===== config.mk =====
export PLATFORM = sky130hd
export DESIGN_NAME = aig_sweep_collector
export DESIGN_NICKNAME = d
export VERILOG_FILES = /design/src/rtl/aig_sweep_pkg.sv /design/src/rtl/aig_sweep_misr.sv /design/src/rtl/aig_sweep_collector.sv
export SDC_FILE = /design/constraint.sdc
export NUM_CORES = 1
export LEC_CHECK = 0
export CORE_UTILIZATION = 42
export CTS_CLUSTER_DIAMETER = 120
export DETAILED_ROUTE_END_ITERATION = 7
export PLACE_DENSITY = 0.83
export SLEW_MARGIN = 10
export SYNTH_ARGS = -nofsm -noshare
export SYNTH_HDL_FRONTEND = slang
export SYNTH_SLANG_ARGS = --single-unit

===== constraint.sdc =====
create_clock -name clk -period 5.3 [get_ports clk]
set_input_delay 0.53 -clock clk [delete_from_list [all_inputs] [get_ports clk]]
set_output_delay 0.53 -clock clk [all_outputs]
set_load 0.01 [all_outputs]

===== src/rtl/aig_sweep_pkg.sv =====
// Shared types, default constants and the MISR update rule for the AIG sweep collector.
package aig_sweep_pkg;

  typedef enum logic [1:0] {IDLE, RUN, FINISH} state_t;

  localparam int unsigned DEF_SIG_W    = 16;
  localparam logic [15:0] DEF_SIG_POLY = 16'h1021;
  localparam logic [15:0] DEF_SIG_SEED = 16'hFFFF;
  localparam int unsigned MISR_MAX_W   = 64;

  // Width-generic MISR step; operands are zero-extended into MISR_MAX_W bits, result masked to w bits.
  function automatic logic [MISR_MAX_W-1:0] misr_next(
    input logic [MISR_MAX_W-1:0] sig,
    input logic [MISR_MAX_W-1:0] data,
    input logic [MISR_MAX_W-1:0] poly,
    input int unsigned           w
  );
    logic [MISR_MAX_W-1:0] mask;
    logic [MISR_MAX_W-1:0] fb;
    mask = (MISR_MAX_W'(1) << w) - MISR_MAX_W'(1);
    fb   = (((sig >> (w - 1)) & MISR_MAX_W'(1)) != '0) ? poly : '0;
    return ((sig << 1) ^ fb ^ data) & mask;
  endfunction

endpackage


===== src/rtl/aig_sweep_misr.sv =====
// Signature register: loads the seed on request and folds one data word per enabled cycle.
module aig_sweep_misr
  import aig_sweep_pkg::*;
#(
  parameter int unsigned      SIG_W    = DEF_SIG_W,
  parameter logic [SIG_W-1:0] SIG_POLY = SIG_W'(DEF_SIG_POLY),
  parameter logic [SIG_W-1:0] SIG_SEED = SIG_W'(DEF_SIG_SEED)
) (
  input  logic             clk,
  input  logic             rst_n,
  input  logic             load,
  input  logic             en,
  input  logic [SIG_W-1:0] data,
  output logic [SIG_W-1:0] sig
);

  logic [SIG_W-1:0] r_sig;
  logic [SIG_W-1:0] w_next;

  always_comb begin
    w_next = SIG_W'(misr_next(MISR_MAX_W'(r_sig), MISR_MAX_W'(data),
                              MISR_MAX_W'(SIG_POLY), SIG_W));
  end

  always_ff @(posedge clk or negedge rst_n) begin
    if (!rst_n) begin
      r_sig <= SIG_SEED;
    end else if (load) begin
      r_sig <= SIG_SEED;
    end else if (en) begin
      r_sig <= w_next;
    end
  end

  assign sig = r_sig;

endmodule


===== src/rtl/aig_sweep_collector.sv =====
// Exhaustive input sweep + MISR response compaction for small AIG netlists.
// Optional response capture RAM enabled by defining AIG_SWEEP_CAPTURE_EN.
module aig_sweep_collector
  import aig_sweep_pkg::*;
#(
  parameter int unsigned      N_IN          = 5,
  parameter int unsigned      N_OUT         = 10,
  parameter int unsigned      SIG_W         = DEF_SIG_W,
  parameter logic [SIG_W-1:0] SIG_POLY      = SIG_W'(DEF_SIG_POLY),
  parameter logic [SIG_W-1:0] SIG_SEED      = SIG_W'(DEF_SIG_SEED),
  parameter int unsigned      SETTLE_CYCLES = 1
) (
  input  logic              clk,
  input  logic              rst_n,
  input  logic              start,
  input  logic              abort,
  output logic [N_IN-1:0]   x_out,
  input  logic [N_OUT-1:0]  f_in,
  input  logic [SIG_W-1:0]  expected_sig,
  output logic              busy,
  output logic              done,
  output logic              pass,
  output logic [SIG_W-1:0]  signature
`ifdef AIG_SWEEP_CAPTURE_EN
  ,
  input  logic [N_IN-1:0]   rd_addr,
  output logic [N_OUT-1:0]  rd_data
`endif
);

  localparam int unsigned     SET_W      = 4;
  localparam logic [N_IN-1:0] VEC_LAST   = '1;
  localparam logic [SET_W-1:0] SET_RELOAD = SET_W'(SETTLE_CYCLES);

  state_t           r_state, w_state_nxt;
  logic [N_IN-1:0]  r_vec, w_vec_nxt;
  logic [SET_W-1:0] r_set, w_set_nxt;
  logic             r_busy, r_done, r_pass;
  logic             w_pass_nxt;
  logic             w_misr_load, w_misr_en;
  logic [SIG_W-1:0] w_sig;

  always_ff @(posedge clk or negedge rst_n) begin
    if (!rst_n) begin
      r_state <= IDLE;
      r_vec   <= '0;
      r_set   <= '0;
      r_busy  <= 1'b0;
      r_done  <= 1'b0;
      r_pass  <= 1'b0;
    end else begin
      r_state <= w_state_nxt;
      r_vec   <= w_vec_nxt;
      r_set   <= w_set_nxt;
      r_busy  <= (w_state_nxt == RUN);
      r_done  <= (w_state_nxt == FINISH);
      r_pass  <= w_pass_nxt;
    end
  end

  // Next state and register updates; abort always takes priority over start or sampling.
  always_comb begin
    w_state_nxt = r_state;
    w_vec_nxt   = r_vec;
    w_set_nxt   = r_set;
    w_pass_nxt  = r_pass;
    w_misr_load = 1'b0;
    w_misr_en   = 1'b0;
    case (r_state)
      IDLE: begin
        if (start && !abort) begin
          w_state_nxt = RUN;
          w_vec_nxt   = '0;
          w_set_nxt   = SET_RELOAD;
          w_pass_nxt  = 1'b0;
          w_misr_load = 1'b1;
        end
      end
      RUN: begin
        if (abort) begin
          w_state_nxt = IDLE;
          w_vec_nxt   = '0;
          w_set_nxt   = '0;
          w_pass_nxt  = 1'b0;
        end else if (r_set == '0) begin
          w_misr_en = 1'b1;
          w_set_nxt = SET_RELOAD;
          if (r_vec == VEC_LAST) begin
            w_state_nxt = FINISH;
            w_vec_nxt   = '0;
          end else begin
            w_vec_nxt = r_vec + N_IN'(1);
          end
        end else begin
          w_set_nxt = r_set - SET_W'(1);
        end
      end
      FINISH: begin
        w_state_nxt = IDLE;
        w_set_nxt   = '0;
        w_pass_nxt  = abort ? 1'b0 : (w_sig == expected_sig);
      end
      default: begin
        w_state_nxt = IDLE;
      end
    endcase
  end

  aig_sweep_misr #(
    .SIG_W    (SIG_W),
    .SIG_POLY (SIG_POLY),
    .SIG_SEED (SIG_SEED)
  ) u_misr (
    .clk   (clk),
    .rst_n (rst_n),
    .load  (w_misr_load),
    .en    (w_misr_en),
    .data  (SIG_W'(f_in)),
    .sig   (w_sig)
  );

`ifdef AIG_SWEEP_CAPTURE_EN
  localparam int unsigned N_VEC = 1 << N_IN;

  logic [N_OUT-1:0] r_mem [N_VEC];
  logic [N_OUT-1:0] r_rd_data;

  always_ff @(posedge clk) begin
    if (w_misr_en) begin
      r_mem[r_vec] <= f_in;
    end
  end

  // Same-address read during a write returns the previous contents.
  always_ff @(posedge clk or negedge rst_n) begin
    if (!rst_n) begin
      r_rd_data <= '0;
    end else begin
      r_rd_data <= r_mem[rd_addr];
    end
  end

  assign rd_data = r_rd_data;
`endif

  assign x_out     = r_vec;
  assign busy      = r_busy;
  assign done      = r_done;
  assign pass      = r_pass;
  assign signature = w_sig;

endmodule


==> run_results.csv, run 1 <==
group,metric,value,unit
outcome,status,"complete, no violations",
hold_path,hold_depth,1,
worst_setup_path,setup.worst_path.start_class,"flop",
global_routing,globalRoute.totalOverflow,0,
detailed_routing,routed_via_density,5.17,
run,maxCapViolCount,0,
global_routing,antenna_found_initial,0,
sta,rsz0062_at_grt,"no",
sta,max_freq,480,MHz
worst_setup_path,reg2reg_depth,5,
cts,numCtsBuffers,5,
power,p_leak,1.02,nW
floorplanning,io_pins,54,
detailed_routing,vias,1421,
worst_setup_path,critPathRequiredTime,5490,ps
worst_setup_path,arrival,2270,ps
logic_synthesis,postSynthNetCount,208,
cts,cts_root_buf,"clkbuf_8",
logic_synthesis,yosysWarnings,0,
sta,slew_viol_final,0,
logic_synthesis,yosysTopAreaCell,"dfstp_2",
cells_and_area,area_growth,39.3,%
floorplanning,die_width,65.8,um
cts,cts_sinks,30,
cts,cts_tree,"yes",
cts,insertion_delay,280,ps
logic_synthesis,async_reset_ff_share,100,%
sta,slew_headroom,48.1,%
global_routing,grt_pass1_vias,1306,
cts,cts_resized,0,
cells_and_area,postLayoutCoreUtil,63.1,%
detailed_routing,drtIter0Drc,65,
global_routing,grt_pass1_wl,6310,um
sta,fin_skew,3.93,ps
cts,cts-htree-levels,2,
sta,post-route-period-util,39.3,%
place,hpwl,2900,um
cts,clock_tree.buffer_depth,2,
floorplanning,start_util,45.3,%
cells_and_area,final_nets,264,
cts,hold_buffers,0,
logic_synthesis,avgSynthCellArea,10.0,sq um
cts,path_clk_slew,60,ps
hold_path,hp-class,"reg2reg",
worst_setup_path,crit_path_end_kind,"flop",
floorplanning,die_h,65.8,um
logic_synthesis,ys_ff_latch,30,
sta,tightest_slew,777,ps
floorplanning,rows,22,
logic_synthesis,yosysSeqAreaShare,45.1,%
detailed_routing,ant_nets,0,
global_routing,grt_max_degree,31,
worst_setup_path,critical_path_class,"reg2reg",
floorplanning,dieArea,4330,sq um
cts,post_cts_buffers,0,
sta,period_needed,2080,ps
logic_synthesis,synth_edf_count,0,
worst_setup_path,worstPathMaxFanout,26,
detailed_routing,wirelength,3870,um
global_routing,grt_use_total,19.8,%
logic_synthesis,synth_flop_cell,"dfstp_2",
place,port_buffers,53,
sta,final_hold_viol_count,0,
detailed_routing,drtPass1Iterations,4,
sta,setup_viol,0,
logic_synthesis,synth.distinct_cells,38,
power,cellPowerDensity,490,nW/um^2
floorplanning,core_area,3770,sq um
logic_synthesis,syn_inst,170,
logic_synthesis,synth_top_area_share,24.6,%
place,routabilityCongestion,0.834,
detailed_routing,avgRoutedWirePerCell,14.1,um
sta,setup_tns,0,ps
power,ir_worst_vdd,328,uV
cells_and_area,diodes,0,
cells_and_area,drive_above_1_share,13.2,%
detailed_routing,drcViolationCount,0,
logic_synthesis,synth_area_leaders,"dfstp_2 (25%), dfrtp_1 (21%), xnor2_1 (7.7%)",
logic_synthesis,syn-cell-area,1710,sq um
==> worst max-delay path, stage by stage, from the launching register on <==
cell,delay (ps)
dfrtp_1,410
inv_1,90
ha_1,220
nor2b_1,350
nand2_1,550
o211ai_1,380
==> metrics by stage <==
step / cell area, sq um / setup slack, ps / hold WS (ps) / power [W] / instances
3_3_place_gp: 2290 / 3070 / 493 / 0.000964 / 267
4_1_cts: 2380 / 3230 / 509 / 0.00117 / 275
6_report: 2380 / 3220 / 513 / 0.00117 / 275
2_1_floorplan: 1710 / 3490 / 234 / 0.000748 / 170
3_5_place_dp: 2290 / 2930 / 496 / 0.000980 / 267
5_1_grt: 2380 / 2930 / 533 / 0.00125 / 275
==> logic make-up (layout without fill, tap and decap cells) <==
kind of cell | after synthesis | after routing | share of synthesized area (%)
muxes | 1 | 1 | 0.879
and+or+nand+nor | 56 | 56 | 16.5
AOI/OAI and AO/OA | 36 | 36 | 14.9
adders and majority gates | 8 | 8 | 5.86
buffers and inverters | 11 | 68 | 2.42
xor gates and xnor gates | 28 | 28 | 14.4
DFF | 30 | 30 | 45.1
==> where the power goes <==
group | switching (W) | internal (W) | total, W | leakage (nW)
registers | 0.000101 | 0.000349 | 0.000450 | 0.358
clock network | 0.0000833 | 0.000105 | 0.000188 | 0.0482
logic | 0.000241 | 0.000286 | 0.000528 | 0.609
total | 0.000425 | 0.000740 | 0.00117 | 1.02
==> worst paths after layout <==
path	start	to	slack (ps)
setup / recovery	r_state[1]$_DFF_PN0_	u_misr.sig[8]$_DFFE_PN1P_	3220
min in group asynchronous	rst_n	x_out[0]$_DFFE_PN0P_	620
hold / removal	x_out[3]$_DFFE_PN0P_	x_out[3]$_DFFE_PN0P_	510
max in group asynchronous	rst_n	u_misr.sig[1]$_DFFE_PN1P_	4360
hold reg to reg	x_out[3]$_DFFE_PN0P_	x_out[3]$_DFFE_PN0P_	510
setup reg to reg	r_state[1]$_DFF_PN0_	u_misr.sig[8]$_DFFE_PN1P_	3220
==> area by class of cell <==
| cell class | count | area, sq um |
|---|---|---|
| clock buffer | 7 | 86.3 |
| multi-input combinational | 129 | 896 |
| sequential | 30 | 771 |
| clock inverter | 1 | 5.00 |
| fill | 309 | 1390 |
| timing repair buffer | 54 | 538 |
| tap | 48 | 60.1 |
| inverter | 6 | 22.5 |
==> sequential cells by signal, summed over array words and instances, names as in the netlist <==
name,cells
r_set,4
done,1
r_state,2
x_out,5
pass,1
busy,1
u_misr.sig,16
==> cell usage after synthesis (2+ instances only) <==
cell type and n:
o211ai_1 10, nand4_1 2, nand2_1 24, nand3_1 8, nor4_1 3, o21ai_0 10
nand3b_1 2, xnor2_1 15, a22o_2 2, o31ai_1 2, nor2_1 4, nor2b_1 2
a21oi_1 3, nand2b_1 2, clkbuf_1 5, xor2_1 13, nor3b_1 2, inv_1 6
dfrtp_1 14, ha_1 8, dfstp_2 16
==> layer usage <==
metal / GRT usage (%) / wire [um] / up-vias
li1: - / - / 707
met1: 28.7 / 1910 / 669
met2: 27.7 / 1700 / 39
met4: 6.25 / 46 / 0
met5: 0 / 0 / -
met3: 6.38 / 208 / 6
==> cell usage in the layout, fill, tap and decap left out, types with 2 or more instances in the layout <==
cell type,Yosys,layout
clkdlybuf4s50_1,0,53
nand2_1,24,24
dfstp_2,16,16
xnor2_1,15,15
dfrtp_1,14,14
xor2_1,13,13
o21ai_0,10,10
o211ai_1,10,10
nand3_1,8,8
ha_1,8,8
inv_1,6,6
clkbuf_8,0,6
nor2_1,4,4
a21oi_1,3,3
nor4_1,3,3
nand2b_1,2,2
nor2b_1,2,2
nor3b_1,2,2
a22o_2,2,2
o31ai_1,2,2
nand4_1,2,2
nand3b_1,2,2
Power figures use the tool's default switching activity.
==> run 2, diff against run 1 <==
Clock period 5.3 ns to 2 ns, I/O delays scaled along.
==> run 2 against run 1 <==
  * First-iteration DRC count up 1.5%
  * Sequential power increased to 2.6 times the previous value
  * Sequential cell count unchanged
  * Sequential share of layout area fell by 0.15 points
  * Clock skew rose by 1.3 ps
  * Utilization up 0.30 points
  * Clock-buffer cell count up 1
  * Worst hold slack worse by 200 ps
  * Combinational power grew to 2.7 times the previous value
  * Cell count increased by 1.1%
  * Via count up 1.8%
  * Clock power up 140%
  * Largest cell class unchanged
==> run_results.csv, run 2 (same netlist as run 1, synthesis figures left out) <==
group,metric,value,unit
power,clock_power_share,14.8,%
worst_setup_path,cpMaxStageDelayCell,"a221o_1",
worst_setup_path,arrival,2100,ps
global_routing,grt_pass1_wl,6680,um
cells_and_area,area_growth,39.9,%
worst_setup_path,critPathCapture,"x_out[0]$_DFFE_PN0P_",
cts,cts-htree-levels,2,
sta,final_hold_viol_count,0,
cts,post_cts_buffers,0,
worst_setup_path,critical_path_class,"reg2reg",
floorplanning,dieArea,4330,sq um
floorplanning,start_util,45.3,%
cells_and_area,postLayoutCoreUtil,63.4,%
power,pwr-share-seq,38.9,%
detailed_routing,wirelength,4000,um
power,fin_total_pwr,0.00307,W
global_routing,grt_use_total,20.5,%
sta,setup_viol,0,
cts,cts_root_buf,"clkbuf_8",
global_routing,globalRoute.totalOverflow,0,
worst_setup_path,crit_chain,"inv_1 -> ha_1 -> or3b_4 -> a221o_1 -> mux2_4",
hold_path,hp-class,"in2async",
worst_setup_path,setup.worst_path.start_class,"flop",
worst_setup_path,critPathRequiredTime,2160,ps
sta,post-route-period-util,96.9,%
worst_setup_path,worstSetupStartpoint,"r_set[0]$_DFFE_PN0P_",
worst_setup_path,slowest_delay,430,ps
detailed_routing,routed_via_density,5.21,
sta,tightest_slew,413,ps
sta,whs,314,ps
cts,cts_resized,0,
worst_setup_path,critPathTopFamily,"compound AO/OA/AOI/OAI gates",
run,maxCapViolCount,0,
cts,numCtsBuffers,5,
worst_setup_path,crit_path_end_kind,"flop",
cells_and_area,layout_common_cells,"clkdlybuf4s50_1 (53), nand2_1 (24), dfstp_2 (16), xnor2_1 (15), dfrtp_1 (14)",
place,routabilityCongestion,0.849,
power,p_sw_share,36.6,%
sta,rsz0062_at_grt,"no",
global_routing,antenna_found_initial,0,
outcome,status,"complete, no violations",
cts,path_clk_slew,60,ps
worst_setup_path,worst-path-stages,5,
global_routing,grt_max_degree,31,
detailed_routing,vias,1447,
place,port_buffers,53,
sta,max_freq,516,MHz
detailed_routing,avgRoutedWirePerCell,14.4,um
detailed_routing,drtPass1Iterations,5,
global_routing,grt_pass1_vias,1446,
sta,slew_viol_final,0,
cells_and_area,final_common_cell,"clkdlybuf4s50_1",
worst_setup_path,timing.rr.end,"x_out[0]$_DFFE_PN0P_",
sta,fin_skew,5.28,ps
floorplanning,io_pins,54,
worst_setup_path,reg2reg_depth,5,
worst_setup_path,worstPathMaxFanout,7,
sta,slew_headroom,72.4,%
cells_and_area,largest_reg_flops,16,
cts,insertion_delay,270,ps
cts,cts_tree,"yes",
worst_setup_path,timing.rr.start,"r_set[0]$_DFFE_PN0P_",
cells_and_area,drive_above_1_share,13.5,%
cts,hold_buffers,0,
floorplanning,core_area,3770,sq um
sta,period_needed,1940,ps
power,switching_power,0.00112,W
cts,cts_sinks,30,
cells_and_area,diodes,0,
place,hpwl,2980,um
detailed_routing,drtIter0Drc,66,
power,ir_worst_vdd,603,uV
cts,clock_tree.buffer_depth,2,
sta,setup_tns,0,ps
cells_and_area,final_nets,267,
power,combPwrFrac,46.3,%
worst_setup_path,ff2ff_setup_slack,60,ps
floorplanning,die_width,65.8,um
floorplanning,rows,22,
power,p_leak,1.02,nW
detailed_routing,ant_nets,0,
power,p_int,0.00194,W
power,cellPowerDensity,1280,nW/um^2
floorplanning,die_h,65.8,um
detailed_routing,drcViolationCount,0,
worst_setup_path,worst-path-buf-inv,1,
==> run 2: how the worst min path moves through the flow <==
stage,startpoint,endpoint,slack (ps),cells after the start
6_report,rst_n,x_out[4]$_DFFE_PN0P_,310,2
5_1_grt,rst_n,x_out[0]$_DFFE_PN0P_,370,2
4_1_cts,rst_n,x_out[0]$_DFFE_PN0P_,330,2
3_5_place_dp,x_out[3]$_DFFE_PN0P_,x_out[3]$_DFFE_PN0P_,500,1
3_3_place_gp,u_misr.sig[12]$_DFFE_PN1P_,u_misr.sig[13]$_DFFE_PN1P_,500,2
2_1_floorplan,rst_n,busy$_DFF_PN0_,-100,0
==> run 2: per-stage QoR <==
step           area (sq um)  worst slack, ps  cells
2_1_floorplan          1710              193    170
3_3_place_gp           2310              122    270
3_5_place_dp           2310             42.1    270
4_1_cts                2390             41.0    278
5_1_grt                2390             8.26    278
6_report               2390             62.4    278
==> run 2: routing by layer <==
| metal | wire length (um) | vias to the layer above | track usage (%) |
|---|---|---|---|
| met5 | 0 | - | 0 |
| met4 | 31 | 0 | 7.88 |
| met3 | 148 | 4 | 3.45 |
| met2 | 1870 | 37 | 31.8 |
| met1 | 1950 | 691 | 28.4 |
| li1 | - | 715 | - |
==> run 2: power by group through the flow <==
stage / logic, W / clock network (W) / registers [W]
final: 0.00142 / 0.000453 / 0.00119
after CTS: 0.00142 / 0.000462 / 0.00120
after floorplan: 0.000766 / 0 / 0.00122
after global placement: 0.00138 / 0 / 0.00119
after global routing: 0.00156 / 0.000491 / 0.00123
after detailed placement: 0.00141 / 0 / 0.00120
==> run 2: layout make-up <==
class                           count  area (sq um)
Fill cell                         301          1380
Multi-Input combinational cell    129           896
Sequential cell                    30           771
Timing Repair Buffer               57           561
Clock buffer                        8          80.1
Tap cell                           48          60.1
Inverter                            6          22.5
==> run 2: worst register-to-register path, delay by kind of cell, from the launching register on <==
kind                       cells  cell delay [ps]
buffers and inverters          1              120
and+or+nand+nor                1              410
DFF                            1              400
AOI/OAI and AO/OA              1              430
adders and majority gates      1              170
muxes                          1              290
==> run 3, diff against run 2 <==
Settings changed: CORE_UTILIZATION 42 to 36, PLACE_DENSITY 0.83 to 0.75.
==> run 3 against run 2 <==
  * First-iteration DRC count increased by 120%
  * Utilization decreased by 9.2 points
  * Largest power group unchanged
  * Worst setup slack better by 21 ps
  * Critical endpoint unchanged
  * Highest routed layer unchanged
  * Combinational power about the same
==> run_results.csv, run 3 (same netlist as run 1, synthesis figures left out) <==
group,metric,value,unit
outcome,status,"complete, no violations",
sta,whs,298,ps
worst_setup_path,worstPathMaxFanout,7,
cells_and_area,final_nets,267,
worst_setup_path,worst-path-buf-inv,1,
detailed_routing,routed.top_layer,"met4",
sta,tightest_slew,395,ps
sta,setup_viol,0,
power,p_leak,1.03,nW
cells_and_area,final_common_cell,"clkdlybuf4s50_1",
worst_setup_path,worst-path-stages,5,
cells_and_area,area_growth,41.0,%
floorplanning,dieArea,5020,sq um
sta,slew_headroom,73.6,%
cts,post_cts_buffers,0,
sta,max_freq,522,MHz
detailed_routing,met2WireLength,1740,um
worst_setup_path,cpMaxStageDelayCell,"a221o_2",
sta,post-route-period-util,95.8,%
place,dpl_cell_area,2310,sq um
cells_and_area,postLayoutCoreUtil,54.2,%
cts,cts-htree-levels,2,
cells_and_area,drive_above_1_share,14.8,%
sta,setup_tns,0,ps
cells_and_area,design_area,2410,sq um
cts,numCtsBuffers,5,
power,ir_worst_vdd,485,uV
sta,rsz0062_at_grt,"yes",
detailed_routing,routed_via_density,5.06,
hold_path,hp-class,"in2async",
global_routing,grt_pass1_vias,1411,
worst_setup_path,setup.worst_path.start_class,"flop",
floorplanning,die_width,70.9,um
worst_setup_path,critPathCapture,"x_out[0]$_DFFE_PN0P_",
global_routing,globalRoute.totalOverflow,0,
worst_setup_path,worstSetupStartpoint,"r_set[0]$_DFFE_PN0P_",
cells_and_area,diodes,0,
detailed_routing,drcViolationCount,0,
cells_and_area,stdcell_count,282,
cts,cts_sinks,30,
floorplanning,start_util,38.4,%
global_routing,grt_pass1_wl,6690,um
detailed_routing,avgRoutedWirePerCell,13.8,um
floorplanning,rows,24,
power,cellPowerDensity,1280,nW/um^2
cells_and_area,layout_common_cells,"clkdlybuf4s50_1 (53), nand2_1 (24), dfstp_2 (16), xnor2_1 (15), dfrtp_1 (14)",
cts,cts_tree,"yes",
place,routabilityCongestion,0.817,
detailed_routing,drtPass1Iterations,6,
place,port_buffers,53,
cts,clock_tree.buffer_depth,2,
global_routing,antenna_found_initial,0,
worst_setup_path,crit_chain,"inv_1 -> ha_1 -> or3b_4 -> a221o_2 -> mux2_4",
detailed_routing,wl_met1,1920,um
worst_setup_path,critPathTopFamily,"compound AO/OA/AOI/OAI gates",
detailed_routing,vias,1427,
place,dp.cells,274,
worst_setup_path,ff2ff_setup_slack,80,ps
worst_setup_path,timing.rr.start,"r_set[0]$_DFFE_PN0P_",
global_routing,grt_use_total,17.2,%
detailed_routing,dr_wl_met3,150,um
run,maxCapViolCount,0,
cells_and_area,largest_reg_flops,16,
detailed_routing,drtIter0Drc,144,
cts,cts_root_buf,"clkbuf_8",
sta,fin_skew,6.96,ps
worst_setup_path,slowest_delay,440,ps
worst_setup_path,timing.rr.end,"x_out[0]$_DFFE_PN0P_",
detailed_routing,ant_nets,0,
detailed_routing,wirelength,3880,um
worst_setup_path,critPathRequiredTime,2160,ps
cts,insertion_delay,280,ps
floorplanning,core_area,4440,sq um
worst_setup_path,critical_path_class,"reg2reg",
cts,path_clk_slew,60,ps
worst_setup_path,crit_path_end_kind,"flop",
sta,final_hold_viol_count,0,
global_routing,grt_max_degree,31,
floorplanning,io_pins,54,
worst_setup_path,arrival,2080,ps
place,hpwl,2910,um
worst_setup_path,reg2reg_depth,5,
floorplanning,die_h,70.9,um
sta,slew_viol_final,0,
sta,period_needed,1920,ps
-- run 3: cell count changes in the layout (fill, tap and decap cells not counted) --
cell and delta:
clkbuf_1 -2, o21ai_1 -1, clkinv_2 +1, o21ai_0 +1, a221o_1 -1, a221o_2 +1, clkbuf_8 +1
-- run 3: power by group --
part	internal [W]	total, W	switching [W]
Combinational	0.000775	0.00140	0.000628
Clock	0.000277	0.000499	0.000222
Sequential	0.000924	0.00119	0.000266
Total	0.00198	0.00309	0.00112
-- run 3: how the worst min path moves through the flow --
| stage | endpoint | cells after the start | slack, ps | start |
|---|---|---|---|---|
| 2_1_floorplan | busy$_DFF_PN0_ | 0 | -100 | rst_n |
| 3_3_place_gp | pass$_DFFE_PN0P_ | 2 | 490 | pass$_DFFE_PN0P_ |
| 3_5_place_dp | u_misr.sig[13]$_DFFE_PN1P_ | 2 | 510 | u_misr.sig[12]$_DFFE_PN1P_ |
| 4_1_cts | r_state[0]$_DFF_PN0_ | 2 | 310 | rst_n |
| 5_1_grt | r_state[0]$_DFF_PN0_ | 2 | 340 | rst_n |
| 6_report | x_out[2]$_DFFE_PN0P_ | 2 | 300 | rst_n |
-- run 3: stage by stage --
| stage | total power (W) | worst slack (ps) |
|---|---|---|
| 6_report | 0.00309 | 83.1 |
| 5_1_grt | 0.00333 | -4.91 |
| 4_1_cts | 0.00311 | 46.8 |
| 3_5_place_dp | 0.00260 | 51.1 |
| 3_3_place_gp | 0.00257 | 123 |
| 2_1_floorplan | 0.00198 | 193 |
-- run 3: layout make-up --
| class | count | area [sq um] |
|---|---|---|
| inverters | 6 | 22.5 |
| fillers | 412 | 2040 |
| multi-input cells | 129 | 897 |
| repair buffers | 57 | 561 |
| flip-flops and latches | 30 | 771 |
| well taps | 52 | 65.1 |
| clock buffers | 7 | 86.3 |
| clock inverters | 1 | 5.00 |
-- run 3: worst register-to-register path: stages (launching register included) --
cell and delay, ps:
dfrtp_1 410, inv_1 110, ha_1 160, or3b_4 410
a221o_2 440, mux2_4 270
-- run 3: timing repair --
| action | in CTS | in global routing |
|---|---|---|
| hold buffers | 0 | 0 |
| endpoints found under the setup margin | 0 | 3 |
| resized for setup | 0 | 2 |
-- run 3: metal layers --
layer,up-vias,global-route usage (%)
met2,32,26.2
met3,7,4.42
li1,713,-
met1,675,23.0
met4,0,7.78
met5,-,0
